<file path="src/rtl/tmds_encoder_pipe.sv">
// Two-stage, multi-lane HDMI TMDS encoder: video 8b/10b with running disparity, TERC4, guards, control.
// Optional define TMDS_PRBS_EN adds prbs_sel and a 7-bit LFSR that replaces video bytes.
module tmds_encoder_pipe #(
    parameter int         NUM_CH     = 3,
    parameter logic [1:0] RESET_CTRL = 2'b00
) (
    input  logic                  clk_pixel,
    input  logic                  rst_n,
    input  logic [8*NUM_CH-1:0]   video_data,
    input  logic [4*NUM_CH-1:0]   data_island_data,
    input  logic [2*NUM_CH-1:0]   control_data,
    input  logic [2:0]            mode,
`ifdef TMDS_PRBS_EN
    input  logic                  prbs_sel,
`endif
    output logic [10*NUM_CH-1:0]  tmds,
    output logic [5*NUM_CH-1:0]   disparity,
    output logic                  mode_err
);

    localparam logic [2:0] MODE_CTRL   = 3'd0;
    localparam logic [2:0] MODE_VIDEO  = 3'd1;
    localparam logic [2:0] MODE_VGUARD = 3'd2;
    localparam logic [2:0] MODE_ISLAND = 3'd3;
    localparam logic [2:0] MODE_IGUARD = 3'd4;

    localparam logic [9:0] GUARD_A = 10'b1011001100;
    localparam logic [9:0] GUARD_B = 10'b0100110011;

    function automatic logic [9:0] ctrl_sym(input logic [1:0] c);
        case (c)
            2'b00:   return 10'b1101010100;
            2'b01:   return 10'b0010101011;
            2'b10:   return 10'b0101010100;
            default: return 10'b1010101011;
        endcase
    endfunction

    function automatic logic [9:0] terc4_sym(input logic [3:0] n);
        case (n)
            4'h0:    return 10'b1010011100;
            4'h1:    return 10'b1001100011;
            4'h2:    return 10'b1011100100;
            4'h3:    return 10'b1011100010;
            4'h4:    return 10'b0101110001;
            4'h5:    return 10'b0100011110;
            4'h6:    return 10'b0110001110;
            4'h7:    return 10'b0100111100;
            4'h8:    return 10'b1011001100;
            4'h9:    return 10'b0100111001;
            4'hA:    return 10'b0110011100;
            4'hB:    return 10'b1011000110;
            4'hC:    return 10'b1010001110;
            4'hD:    return 10'b1001110001;
            4'hE:    return 10'b0101100011;
            default: return 10'b1011000011;
        endcase
    endfunction

    // Transition-minimising first step; q[8] = 1 marks the XOR path.
    function automatic logic [8:0] qm_enc(input logic [7:0] d);
        logic [3:0] n1;
        logic       use_xnor;
        logic [8:0] q;
        n1       = 4'($countones(d));
        use_xnor = (n1 > 4'd4) || (n1 == 4'd4 && !d[0]);
        q        = '0;
        q[0]     = d[0];
        for (int i = 1; i < 8; i++)
            q[i] = use_xnor ? ~(q[i-1] ^ d[i]) : (q[i-1] ^ d[i]);
        q[8] = ~use_xnor;
        return q;
    endfunction

    logic [7:0] w_video_byte [NUM_CH];
    logic [8:0] w_qm         [NUM_CH];
    logic [3:0] w_qm_n1      [NUM_CH];

`ifdef TMDS_PRBS_EN
    logic [6:0] r_lfsr;
    logic [6:0] w_lfsr_walk;
    logic [7:0] w_prbs_byte;
    logic       w_prbs_use;

    assign w_prbs_use = prbs_sel && (mode == MODE_VIDEO);

    // x^7 + x^6 + 1, eight steps per pixel; first generated bit lands in bit 0.
    always_comb begin
        w_lfsr_walk = r_lfsr;
        w_prbs_byte = '0;
        for (int i = 0; i < 8; i++) begin
            w_prbs_byte[i] = w_lfsr_walk[6] ^ w_lfsr_walk[5];
            w_lfsr_walk    = {w_lfsr_walk[5:0], w_prbs_byte[i]};
        end
    end

    always_ff @(posedge clk_pixel or negedge rst_n) begin
        if (!rst_n)          r_lfsr <= 7'h7F;
        else if (w_prbs_use) r_lfsr <= w_lfsr_walk;
    end
`endif

    always_comb begin
        for (int k = 0; k < NUM_CH; k++) begin
`ifdef TMDS_PRBS_EN
            w_video_byte[k] = w_prbs_use ? w_prbs_byte : video_data[8*k +: 8];
`else
            w_video_byte[k] = video_data[8*k +: 8];
`endif
            w_qm[k]    = qm_enc(w_video_byte[k]);
            w_qm_n1[k] = 4'($countones(w_qm[k][7:0]));
        end
    end

    logic [2:0] r_mode;
    logic [1:0] r_ctrl [NUM_CH];
    logic [3:0] r_nib  [NUM_CH];
    logic [8:0] r_qm   [NUM_CH];
    logic [3:0] r_n1   [NUM_CH];

    // NOTE: every element of these small per-lane arrays is reset; they are flops, not RAM,
    // and the idle pipe must emit the reset control symbol deterministically.
    always_ff @(posedge clk_pixel or negedge rst_n) begin
        if (!rst_n) begin
            r_mode <= MODE_CTRL;
            for (int k = 0; k < NUM_CH; k++) begin
                r_ctrl[k] <= RESET_CTRL;
                r_nib[k]  <= '0;
                r_qm[k]   <= '0;
                r_n1[k]   <= '0;
            end
        end else begin
            // NOTE: non-blocking assignments so every stage samples pre-edge values.
            r_mode <= mode;
            for (int k = 0; k < NUM_CH; k++) begin
                r_ctrl[k] <= control_data[2*k +: 2];
                r_nib[k]  <= data_island_data[4*k +: 4];
                r_qm[k]   <= w_qm[k];
                r_n1[k]   <= w_qm_n1[k];
            end
        end
    end

    logic signed [4:0] r_acc     [NUM_CH];
    logic        [9:0] r_tmds    [NUM_CH];
    logic              r_mode_err;
    logic signed [4:0] w_diff    [NUM_CH];
    logic signed [4:0] w_acc_nxt [NUM_CH];
    logic        [9:0] w_sym     [NUM_CH];

    always_comb begin
        for (int k = 0; k < NUM_CH; k++) begin
            // NOTE: defaults first so no path through the case leaves a latch.
            w_sym[k]     = ctrl_sym(r_ctrl[k]);
            w_acc_nxt[k] = '0;
            w_diff[k]    = $signed({r_n1[k], 1'b0}) - 5'sd8;   // N1 - N0
            case (r_mode)
                MODE_VIDEO: begin
                    if (r_acc[k] == 5'sd0 || r_n1[k] == 4'd4) begin
                        if (r_qm[k][8]) begin
                            w_sym[k]     = {2'b01, r_qm[k][7:0]};
                            w_acc_nxt[k] = r_acc[k] + w_diff[k];
                        end else begin
                            w_sym[k]     = {2'b10, ~r_qm[k][7:0]};
                            w_acc_nxt[k] = r_acc[k] - w_diff[k];
                        end
                    end else if ((r_acc[k] > 5'sd0 && r_n1[k] > 4'd4) ||
                                 (r_acc[k] < 5'sd0 && r_n1[k] < 4'd4)) begin
                        w_sym[k]     = {1'b1, r_qm[k][8], ~r_qm[k][7:0]};
                        w_acc_nxt[k] = r_acc[k] - w_diff[k] + (r_qm[k][8] ? 5'sd2 : 5'sd0);
                    end else begin
                        w_sym[k]     = {1'b0, r_qm[k][8], r_qm[k][7:0]};
                        w_acc_nxt[k] = r_acc[k] + w_diff[k] - (r_qm[k][8] ? 5'sd0 : 5'sd2);
                    end
                end
                MODE_VGUARD: w_sym[k] = (k % 3 == 1) ? GUARD_B : GUARD_A;
                MODE_ISLAND: w_sym[k] = terc4_sym(r_nib[k]);
                MODE_IGUARD: w_sym[k] = (k % 3 == 0) ? terc4_sym({2'b11, r_ctrl[k]}) : GUARD_B;
                default:     w_sym[k] = ctrl_sym(r_ctrl[k]);
            endcase
        end
    end

    always_ff @(posedge clk_pixel or negedge rst_n) begin
        if (!rst_n) begin
            r_mode_err <= 1'b0;
            for (int k = 0; k < NUM_CH; k++) begin
                r_tmds[k] <= ctrl_sym(RESET_CTRL);
                r_acc[k]  <= '0;
            end
        end else begin
            r_mode_err <= (r_mode > MODE_IGUARD);
            for (int k = 0; k < NUM_CH; k++) begin
                r_tmds[k] <= w_sym[k];
                r_acc[k]  <= w_acc_nxt[k];
            end
        end
    end

    always_comb begin
        for (int k = 0; k < NUM_CH; k++) begin
            tmds[10*k +: 10]     = r_tmds[k];
            disparity[5*k +: 5]  = r_acc[k];
        end
    end

    assign mode_err = r_mode_err;

endmodule
</file>
<file path="config.mk">
export PLATFORM = sky130hd
export DESIGN_NAME = tmds_encoder_pipe
export DESIGN_NICKNAME = d
export VERILOG_FILES = /design/src/rtl/tmds_encoder_pipe.sv
export SDC_FILE = /design/constraint.sdc
export NUM_CORES = 1
export LEC_CHECK = 0
export ABC_AREA = 1
export CAP_MARGIN = 20
export CORE_ASPECT_RATIO = 0.8
export CORE_MARGIN = 1.5
export CORE_UTILIZATION = 40
export DETAILED_ROUTE_END_ITERATION = 12
export HOLD_SLACK_MARGIN = 0.06
export RECOVER_POWER = 50
export SETUP_SLACK_MARGIN = 0.3
export SLEW_MARGIN = 0
export SYNTH_ARGS = -nofsm -noshare
export SYNTH_HDL_FRONTEND = slang
export SYNTH_SLANG_ARGS = --single-unit
</file>
<file path="constraint.sdc">
create_clock -name clk_pixel -period 1.8 [get_ports clk_pixel]
set_clock_uncertainty 0.05 [all_clocks]
set_input_delay 0.36 -clock clk_pixel [delete_from_list [all_inputs] [get_ports clk_pixel]]
set_output_delay 0.36 -clock clk_pixel [all_outputs]
set_load 0.01 [all_outputs]
</file>
; ---- Yosys cells after proc, flatten, opt, wreduce, memory -nomap -nowiden
; Memory sizes are Yosys's and may differ from the RTL's.
; Index checks and enable logic that the tools add are counted.
[op_classes]
reduce_logical = 28
multipliers = 0
order_cmp = 16
n_eq_ne = 16
add_sub_neg = 57
muxes = 55
div = 0
bitwise_logic = 48
n_shift = 0
[op_table]
columns = op, count
row1 = $pmux W10 S3, 5
row2 = $mux W10, 9
row3 = $pmux W10 S4, 2
row4 = $mux W5, 12
row5 = $add A1 B1 Y2, 24
row6 = $add A2 B2 Y3, 12
row7 = $add A3 B3 Y4, 6
row8 = $eq A4 B3 Y1 const B, 6
row9 = $gt A4 B3 Y1 const B, 6
row10 = $not A1 Y1, 24
row11 = $not A8 Y8, 3
row12 = $mux W1, 21
row13 = $xor A1 B1 Y1, 21
row14 = $add A5 B3 Y5, 3
row15 = $add A5 B5 Y5, 3
row16 = $gt A5 B1 Y1 const B, 3
row17 = $logic_not A5 Y1, 3
row18 = $lt A5 B1 Y1 const B, 3
row19 = $sub A5 B3 Y5, 3
row20 = $sub A5 B5 Y5, 3
row21 = $sub A5 B5 Y5 const B, 3
row22 = $lt A4 B3 Y1 const B, 3
row23 = $mux W2, 6
row24 = $logic_and A1 B1 Y1, 9
row25 = 10 further kinds, 27
[word_totals]
in_bits = 47
romBits = 480
mem_count = 3
elab_cells = 243
register_bits = 106
ram_bits = 0
latchBits = 0
[mem_list]
columns = name, depth, word_bits, rd, rd_clocked_by_memory_dff, wr, line_no
row1 = (name not given), 16, 10, 1, 0, 0, 40  ; case (n)
row2 = (name not given), 16, 10, 1, 0, 0, 40
row3 = (name not given), 16, 10, 1, 0, 0, 40

; ---- Longest topological paths before layout
; Gate-level depths: netlist of run 1.
[depth]
word_depth = 28
mapped_depth = 25
mapped_depth_nobuf = 25

; ---- Worst setup path after synthesis of run 1
; OpenSTA, ideal clock, no wires.
[synth_path]
kind = in2reg
from = input video_data[8]
to = register r_n1[6] (netlist name)
t_arrival_ps = 5312
cell_stages = 22
path_buffers = 0
setup_slack_ps = -3685
cell_sequence = inv_1 -> fa_1 -> fa_1 -> fa_1 -> inv_1 -> ha_1 -> fa_1 -> o31ai_1 -> nand2_1 -> xor2_1 -> inv_1 -> fa_1 -> inv_1 -> nand3_1 -> nand2_1 -> inv_1 -> ha_1 -> fa_1 -> ha_1 -> inv_1 -> fa_1 -> xnor2_1
[synth_rtl]
columns = element, line_no
row1 = from (decl), 9  ; input logic [8*NUM_CH-1:0] video_data,
row2 = "to (signal, indexed assignment)", 139  ; r_n1[k] <= w_qm_n1[k];
row3 = to (decl), 119  ; logic [3:0] r_n1 [NUM_CH];

==> results of run 1 <==
-- through the flow --
stage,worst slack (ns),util,cells,TNS (ns),cell area [sq um]
detailed placement,-4.379,0.5337,1477,-94.47,10600
finish,-3.546,0.6578,1596,-71.81,13060
global route,-3.692,0.6578,1596,-76.30,13060
global placement,-4.231,0.5337,1477,-91.27,10600
CTS,-3.561,0.6086,1564,-69.43,12090
floorplan,-3.615,-,1000,-66.75,8354
-- cells in the mapped netlist, drive strengths merged --
| master | instances |
|---|---|
| o31ai | 1 |
| nand2 | 207 |
| o2111ai | 5 |
| or2 | 5 |
| clkbuf | 5 |
| xnor2 | 17 |
| conb | 1 |
| o211ai | 14 |
| nand3b | 31 |
| o221ai | 1 |
| nor2 | 71 |
| xor2 | 17 |
| a21oi | 30 |
| nand4 | 19 |
| a22oi | 2 |
| a32o | 1 |
| clkinv | 3 |
| ha | 94 |
| nand3 | 116 |
| dfstp | 15 |
| fa | 29 |
| nor3 | 2 |
| o21ai | 40 |
| buf | 14 |
| o22ai | 1 |
| dfrtp | 88 |
| inv | 169 |
-- path summary, 6_finish.rpt --
| check | to | cells past startpoint |
|---|---|---|
| setup / recovery | r_n1[5]$_DFF_PN0_ | 23 |
| hold / removal | r_qm[0]$_DFF_PN0_ | 2 |
| setup reg to reg | disparity[8]$_DFF_PN0_ | 9 |
| hold reg to reg | tmds[26]$_DFF_PN1_ | 3 |
| max in group asynchronous | r_nib[7]$_DFF_PN0_ | 3 |
| min in group asynchronous | r_n1[11]$_DFF_PN0_ | 2 |
-- routing by layer --
metal / up-vias / GRT usage / share of wire
met5: - / 0 / 0
met4: 0 / 0.06584 / 0.019
met3: 35 / 0.03188 / 0.040
met2: 189 / 0.3600 / 0.47
met1: 3818 / 0.3369 / 0.48
li1: 3862 / - / -
-- timing repair --
action                     4_1_cts  5_1_grt
hold endpoints to repair        88        0
gates cloned                     3        2
setup buffers                   67       29
gates resized for setup        364      187
hold buffers                     1        0
pin swaps                      124       94
setup endpoints to repair      119       83
-- worst max-delay path, cell delays in order --
cell,delay (ns)
buf_8,0.08
inv_4,0.03
fa_1,0.58
fa_1,0.44
fa_1,0.45
inv_1,0.08
ha_2,0.18
fa_2,0.45
o31ai_4,0.26
nand2_2,0.16
xor2_2,0.19
inv_1,0.08
fa_1,0.48
inv_1,0.09
nand3_2,0.09
nand2_2,0.08
inv_2,0.04
ha_4,0.20
fa_2,0.54
ha_4,0.13
inv_2,0.03
fa_2,0.52
inv_2,0.03
-- layout make-up --
| class | instances | area, sq um |
|---|---|---|
| fillers | 1558 | 6795 |
| multi-input cells | 709 | 6125 |
| repair buffers | 331 | 3023 |
| flip-flops and latches | 103 | 2613 |
| inverters | 172 | 685.7 |
| well taps | 264 | 330.3 |
| clock buffers | 9 | 225.2 |
| clock inverters | 7 | 57.56 |
| diodes | 1 | 2.502 |
-- kinds of logic after synthesis --
logic type	after synthesis	synth area share
adder cells (fa/ha/maj)	123	0.2161
other	1	0.0004613
flip-flops	103	0.3194
AND/OR/NAND/NOR	451	0.2612
XOR/XNOR	34	0.03848
AO/OA/AOI/OAI	95	0.07280
buffers and inverters	191	0.09158
-- flip-flops by register name, summed over array words and instances (netlist names) --
name,flops
r_mode,3
tmds,30
disparity,12
r_n1,12
r_qm,27
r_ctrl,6
mode_err,1
r_nib,12
-- power by group through the flow --
| stage | sequential (mW) | combinational (mW) | clock (mW) |
|---|---|---|---|
| after floorplan | 3.41 | 6.69 | 0 |
| after global placement | 3.47 | 9.84 | 0 |
| after detailed placement | 3.46 | 10.1 | 0 |
| after CTS | 3.44 | 12.3 | 1.98 |
| after global routing | 3.54 | 16.1 | 2.07 |
| final | 3.49 | 14.6 | 1.94 |
==> qor.txt, run 1 <==
Vias - 7904
Setup crit start kind - input port
Setup ws final - -3.546 ns
CP Class - in2reg
Tmin final - 5.346 ns
DR pass1 iterations - 5
Setup violators final - 41
PwrDens - 1535 nW/um^2
Crit path DAT - 5.57 ns
CTS tree - yes
DRC - 0
Clock transition at the registers of the reported paths - 0.08 ns
Commonest non-fill, non-tap cell in the layout - buf_4
Worst slew pin tran - 0.7714 ns
Die Area - 21190 sq um
Post-DR wirelength/cell - 15.73 um
Outcome - complete, but fails checks
Htree depth - 3
Post-synthesis sequential area ratio - 0.3194
Reg2Reg Setup Slack - -0.28 ns
Synth top area share - 0.2709
Share of cells above drive strength 1 - 0.4485
Die Wd - 162.4 um
Initial DRC Count - 450
Overall power - 20.04 mW
Final Hold Vio Count - 0
Flops & latches, synth - 103
Violated checks - negative setup slack
Initial antenna violation count - 1
Area Overhead vs Synth - 60.67%
Max frequency - 187.1 MHz
Max FO, Critical Path - 3
Logic pwr share - 0.729
Total wire length - 25100 um
Sw frac - 0.4449
Root buffer cell - clkbuf_16
Ports - 93
Cell Area, Synth - 8129 sq um
First-pass GRT wire length - 38430 um
Max cap viols - 0
Most frequent cells in the layout - buf_4, nand2_1, inv_1, buf_6, dfrtp_1
Leakage - 6.464 nW
Core Rows - 46
Hold Slack - 0.1657 ns
Vias per cell - 4.952
Max-slew violation count - 0
Tcrit/Tclk final - 2.970
Core area - 19860 sq um
Final #Nets - 1496
Remaining antenna violation count - 0
Buffers on Ports - 89
RePlAce Congestion - 0.8689
Gr usage total - 0.2313
Max Root-Sink Buffers - 2
Largest net degree at the start of global routing - 51
R2R Path Start - disparity[6]$_DFF_PN0_
Yosys top cell by area - dfrtp_1
Peak supply drop - 0.9896 mV
Psw - 8.918 mW
Hold Startpoint - video_data[16]
Number of global-route vias before repair - 7575
P_int - 11.13 mW
RSZ-0062 raised after global routing - true
Sequential power share - 0.174
Count of cell types in the netlist - 40
Hold Path Class - in2reg
GRT overflow - 0
Critical Path RT - 2.02 ns
CTS buffer count - 9
Worst Setup SP - video_data[11]
Avg Cell Area, Syn - 8.145 sq um
Clock share of power - 0.097
Initial core utilization - 0.4094
Top cells by area, synth - dfrtp_1, ha_1, nand2_1, inv_1, fa_1
Cells after Synth - 998
Yosys Warn Count - 0
Die Y-Extent - 130.5 um
CP Capture Type - register
Hpwl dp - 16900 um
Headroom to the max-slew limit - 0.4857
Worst skew pair latency - 0.37 ns
Clk sinks - 103
No activity file was read; power rests on OpenSTA's default activity.
==> inputs of run 2 (changes only) <==
--- a/config.mk
+++ b/config.mk
@@ -11,6 +11,7 @@
 export CORE_MARGIN = 1.5
 export CORE_UTILIZATION = 40
 export DETAILED_ROUTE_END_ITERATION = 12
+export GPL_ROUTABILITY_DRIVEN = 0
 export HOLD_SLACK_MARGIN = 0.06
 export RECOVER_POWER = 50
 export SETUP_SLACK_MARGIN = 0.3
==> results of run 2 <==
Same layout as run 1: the final DEF is identical, and so are final timing and power.
==> inputs of run 3 (changes only) <==
--- a/config.mk
+++ b/config.mk
@@ -9,13 +9,13 @@
 export CAP_MARGIN = 20
 export CORE_ASPECT_RATIO = 0.8
 export CORE_MARGIN = 1.5
-export CORE_UTILIZATION = 40
+export CORE_UTILIZATION = 45
 export DETAILED_ROUTE_END_ITERATION = 12
 export GPL_ROUTABILITY_DRIVEN = 0
 export HOLD_SLACK_MARGIN = 0.06
+export PLACE_DENSITY = 0.69
 export RECOVER_POWER = 50
 export SETUP_SLACK_MARGIN = 0.3
-export SLEW_MARGIN = 0
 export SYNTH_ARGS = -nofsm -noshare
 export SYNTH_HDL_FRONTEND = slang
 export SYNTH_SLANG_ARGS = --single-unit
==> run 3 against run 2 <==
  * The flow finishes with violations (design-rule violations, negative setup slack)
  * Total power up 2.4%
  * Clock-buffer cell count unchanged
  * Final cell count down 3.6%
  * Register-to-register slack better by 0.05 ns
  * Sequential share of layout area up 0.45 points
  * Critical path depth down 1
  * Largest cell class unchanged
  * Largest power group unchanged
  * Highest routed layer unchanged
==> qor.txt, run 3 (synthesized netlist as in run 1, its figures left out) <==
Die Wd - 153.3 um (-5.6%)
CP Class - in2reg
Post-DR wirelength/cell - 16.80 um (+6.9%)
Placed standard-cell area - 10490 sq um (-1.0%)
Commonest non-fill, non-tap cell in the layout - buf_4
Hpwl dp - 15890 um (-6.0%)
First-pass GRT wire length - 38100 um (-0.86%)
Worst Setup SP - video_data[14]
Critical Path RT - 2.02 ns (about the same)
Headroom to the max-slew limit - 0.5564 (+0.07067)
Initial DRC Count - 611 (+36%)
Final Hold Vio Count - 0 (unchanged)
Remaining antenna violation count - 0 (unchanged)
Setup violators final - 39 (-4.9%)
Leakage - 6.348 nW (-1.8%)
Final #Nets - 1479 (-1.1%)
R2R Path Start - r_n1[2]$_DFF_PN0_
Clk sinks - 103 (unchanged)
Max-slew violation count - 0 (unchanged)
Total wire length - 25860 um (+3.0%)
Buffers on Ports - 89 (unchanged)
Final core utilization - 0.7296 (+0.07181)
Worst skew pair latency - 0.37 ns (about the same)
Violated checks - design-rule violations, negative setup slack
Core area - 17490 sq um (-12%)
CP Capture Type - register
Outcome - complete, but fails checks
Tcrit/Tclk final - 3.002 (+0.03193)
Vias per cell - 5.270 (+6.4%)
Htree depth - 3 (unchanged)
Diode count - 0 (-1)
Peak supply drop - 0.8159 mV (-18%)
DRC - 4 (+4)
CTS tree - yes
Max cap viols - 0 (unchanged)
Worst slew pin tran - 0.6654 ns (-0.1060 ns)
RSZ-0062 raised after global routing - true
CTS buffer count - 9 (unchanged)
Design Area, Final - 12760 sq um (-2.3%)
Hold Path Class - in2reg
Flip-flop count of the largest register after layout - 30 (unchanged)
Hold depth - 2 (unchanged)
Ports - 93 (unchanged)
DR pass1 iterations - 9 (+4)
Gr usage total - 0.2581 (+0.02673)
Crit path DAT - 5.63 ns (+0.06 ns)
Die Area - 18890 sq um (-11%)
Setup crit start kind - input port
Largest net degree at the start of global routing - 41 (-20%)
Max frequency - 185.1 MHz (-1.1%)
Core Rows - 43 (-6.5%)
Initial core utilization - 0.4649 (+0.05551)
R2r worst-path depth - 12 (+3)
Root buffer cell - clkbuf_16
Max Root-Sink Buffers - 2 (unchanged)
Area Overhead vs Synth - 56.93%
Max FO, Critical Path - 3 (unchanged)
Most frequent cells in the layout - buf_4, nand2_1, inv_1, buf_6, dfrtp_1
Die Y-Extent - 123.2 um (-5.6%)
Clock transition at the registers of the reported paths - 0.08 ns (about the same)
Setup ws final - -3.603 ns (-0.05747 ns)
Hold Startpoint - video_data[16]
PwrDens - 1609 nW/um^2 (+4.8%)
Tmin final - 5.403 ns (+0.05747 ns)
GRT overflow - 0 (unchanged)
Share of cells above drive strength 1 - 0.4422 (-0.006374)
Initial antenna violation count - 0 (-1)
Vias - 8111 (+2.6%)
Number of global-route vias before repair - 7625 (+0.66%)
[run 3: cell types whose count changed in the layout (fill, tap and decap cells not counted), sizes merged]
cell and change:
buf -16, clkinv -4, clkbuf -3, inv +3
nand2 +3, clkdlybuf4s50 -2, bufinv +1, diode -1
dlygate4sd2 +1
[run 3: area by class of cell]
cell class              count  area, sq um
clock buffers               9        225.2
clock inverters             7        96.34
fillers                  1223         4728
inverters                 172        691.9
multi-input cells         712         6061
flip-flops and latches    103         2609
well taps                 225        281.5
repair buffers            311         2793
[run 3: where the power goes]
part           switching, mW  internal, mW  total (mW)
Clock                   1.03          1.13        2.15
Sequential             0.465          2.98        3.44
Combinational           7.79          7.14        14.9
Total                   9.28          11.2        20.5
[run 3: final timing paths]
kind,to,slack (ns)
setup / recovery,r_n1[5]$_DFF_PN0_,-3.60
hold / removal,r_qm[0]$_DFF_PN0_,0.20
setup reg to reg,disparity[14]$_DFF_PN0_,-0.23
hold reg to reg,tmds[26]$_DFF_PN1_,0.51
max in group asynchronous,disparity[14]$_DFF_PN0_,0.18
min in group asynchronous,r_nib[11]$_DFF_PN0_,0.50
[run 3: routing by layer]
metal  up-vias  track usage  routed length, um
met4         0      0.07047                777
met2       301       0.4159              12260
li1       3822            -                  -
met5         -            0                  0
met3        57      0.04276               1458
met1      3931       0.3622              11370
[run 3: through the flow]
stage | std cells | setup WS (ns) | setup TNS, ns | total power, mW | hold slack (ns)
after floorplan | 1000 | -3.615 | -66.75 | 10.09 | 0.01441
after global placement | 1432 | -4.246 | -90.90 | 13.21 | 0.2562
after detailed placement | 1432 | -4.403 | -94.36 | 13.58 | 0.2579
after CTS | 1516 | -3.630 | -68.11 | 18.16 | 0.1376
after global routing | 1539 | -3.723 | -76.35 | 22.01 | 0.1839
final | 1539 | -3.603 | -71.56 | 20.52 | 0.1994
[run 3: critical path: stages]
cell and delay [ns]:
clkdlybuf4s50_1 0.50, inv_1 0.10, fa_1 0.48, fa_1 0.51, inv_2 0.05, ha_4 0.16
fa_1 0.44, o31ai_1 0.27, nand2_1 0.16, xor2_1 0.22, inv_1 0.09, fa_1 0.54
inv_1 0.05, nand3_2 0.07, nand2_2 0.06, inv_2 0.07, ha_4 0.19, fa_1 0.57
ha_4 0.16, inv_2 0.03, fa_2 0.52, inv_2 0.03
[run 3: what timing repair did]
action / in CTS / in global routing
hold endpoints to repair: 23 / 0
setup buffers: 60 / 23
gates resized for setup: 369 / 165
setup endpoints to repair: 118 / 85
hold buffers: 1 / 0
pin swaps: 119 / 108
gates cloned: 7 / 0
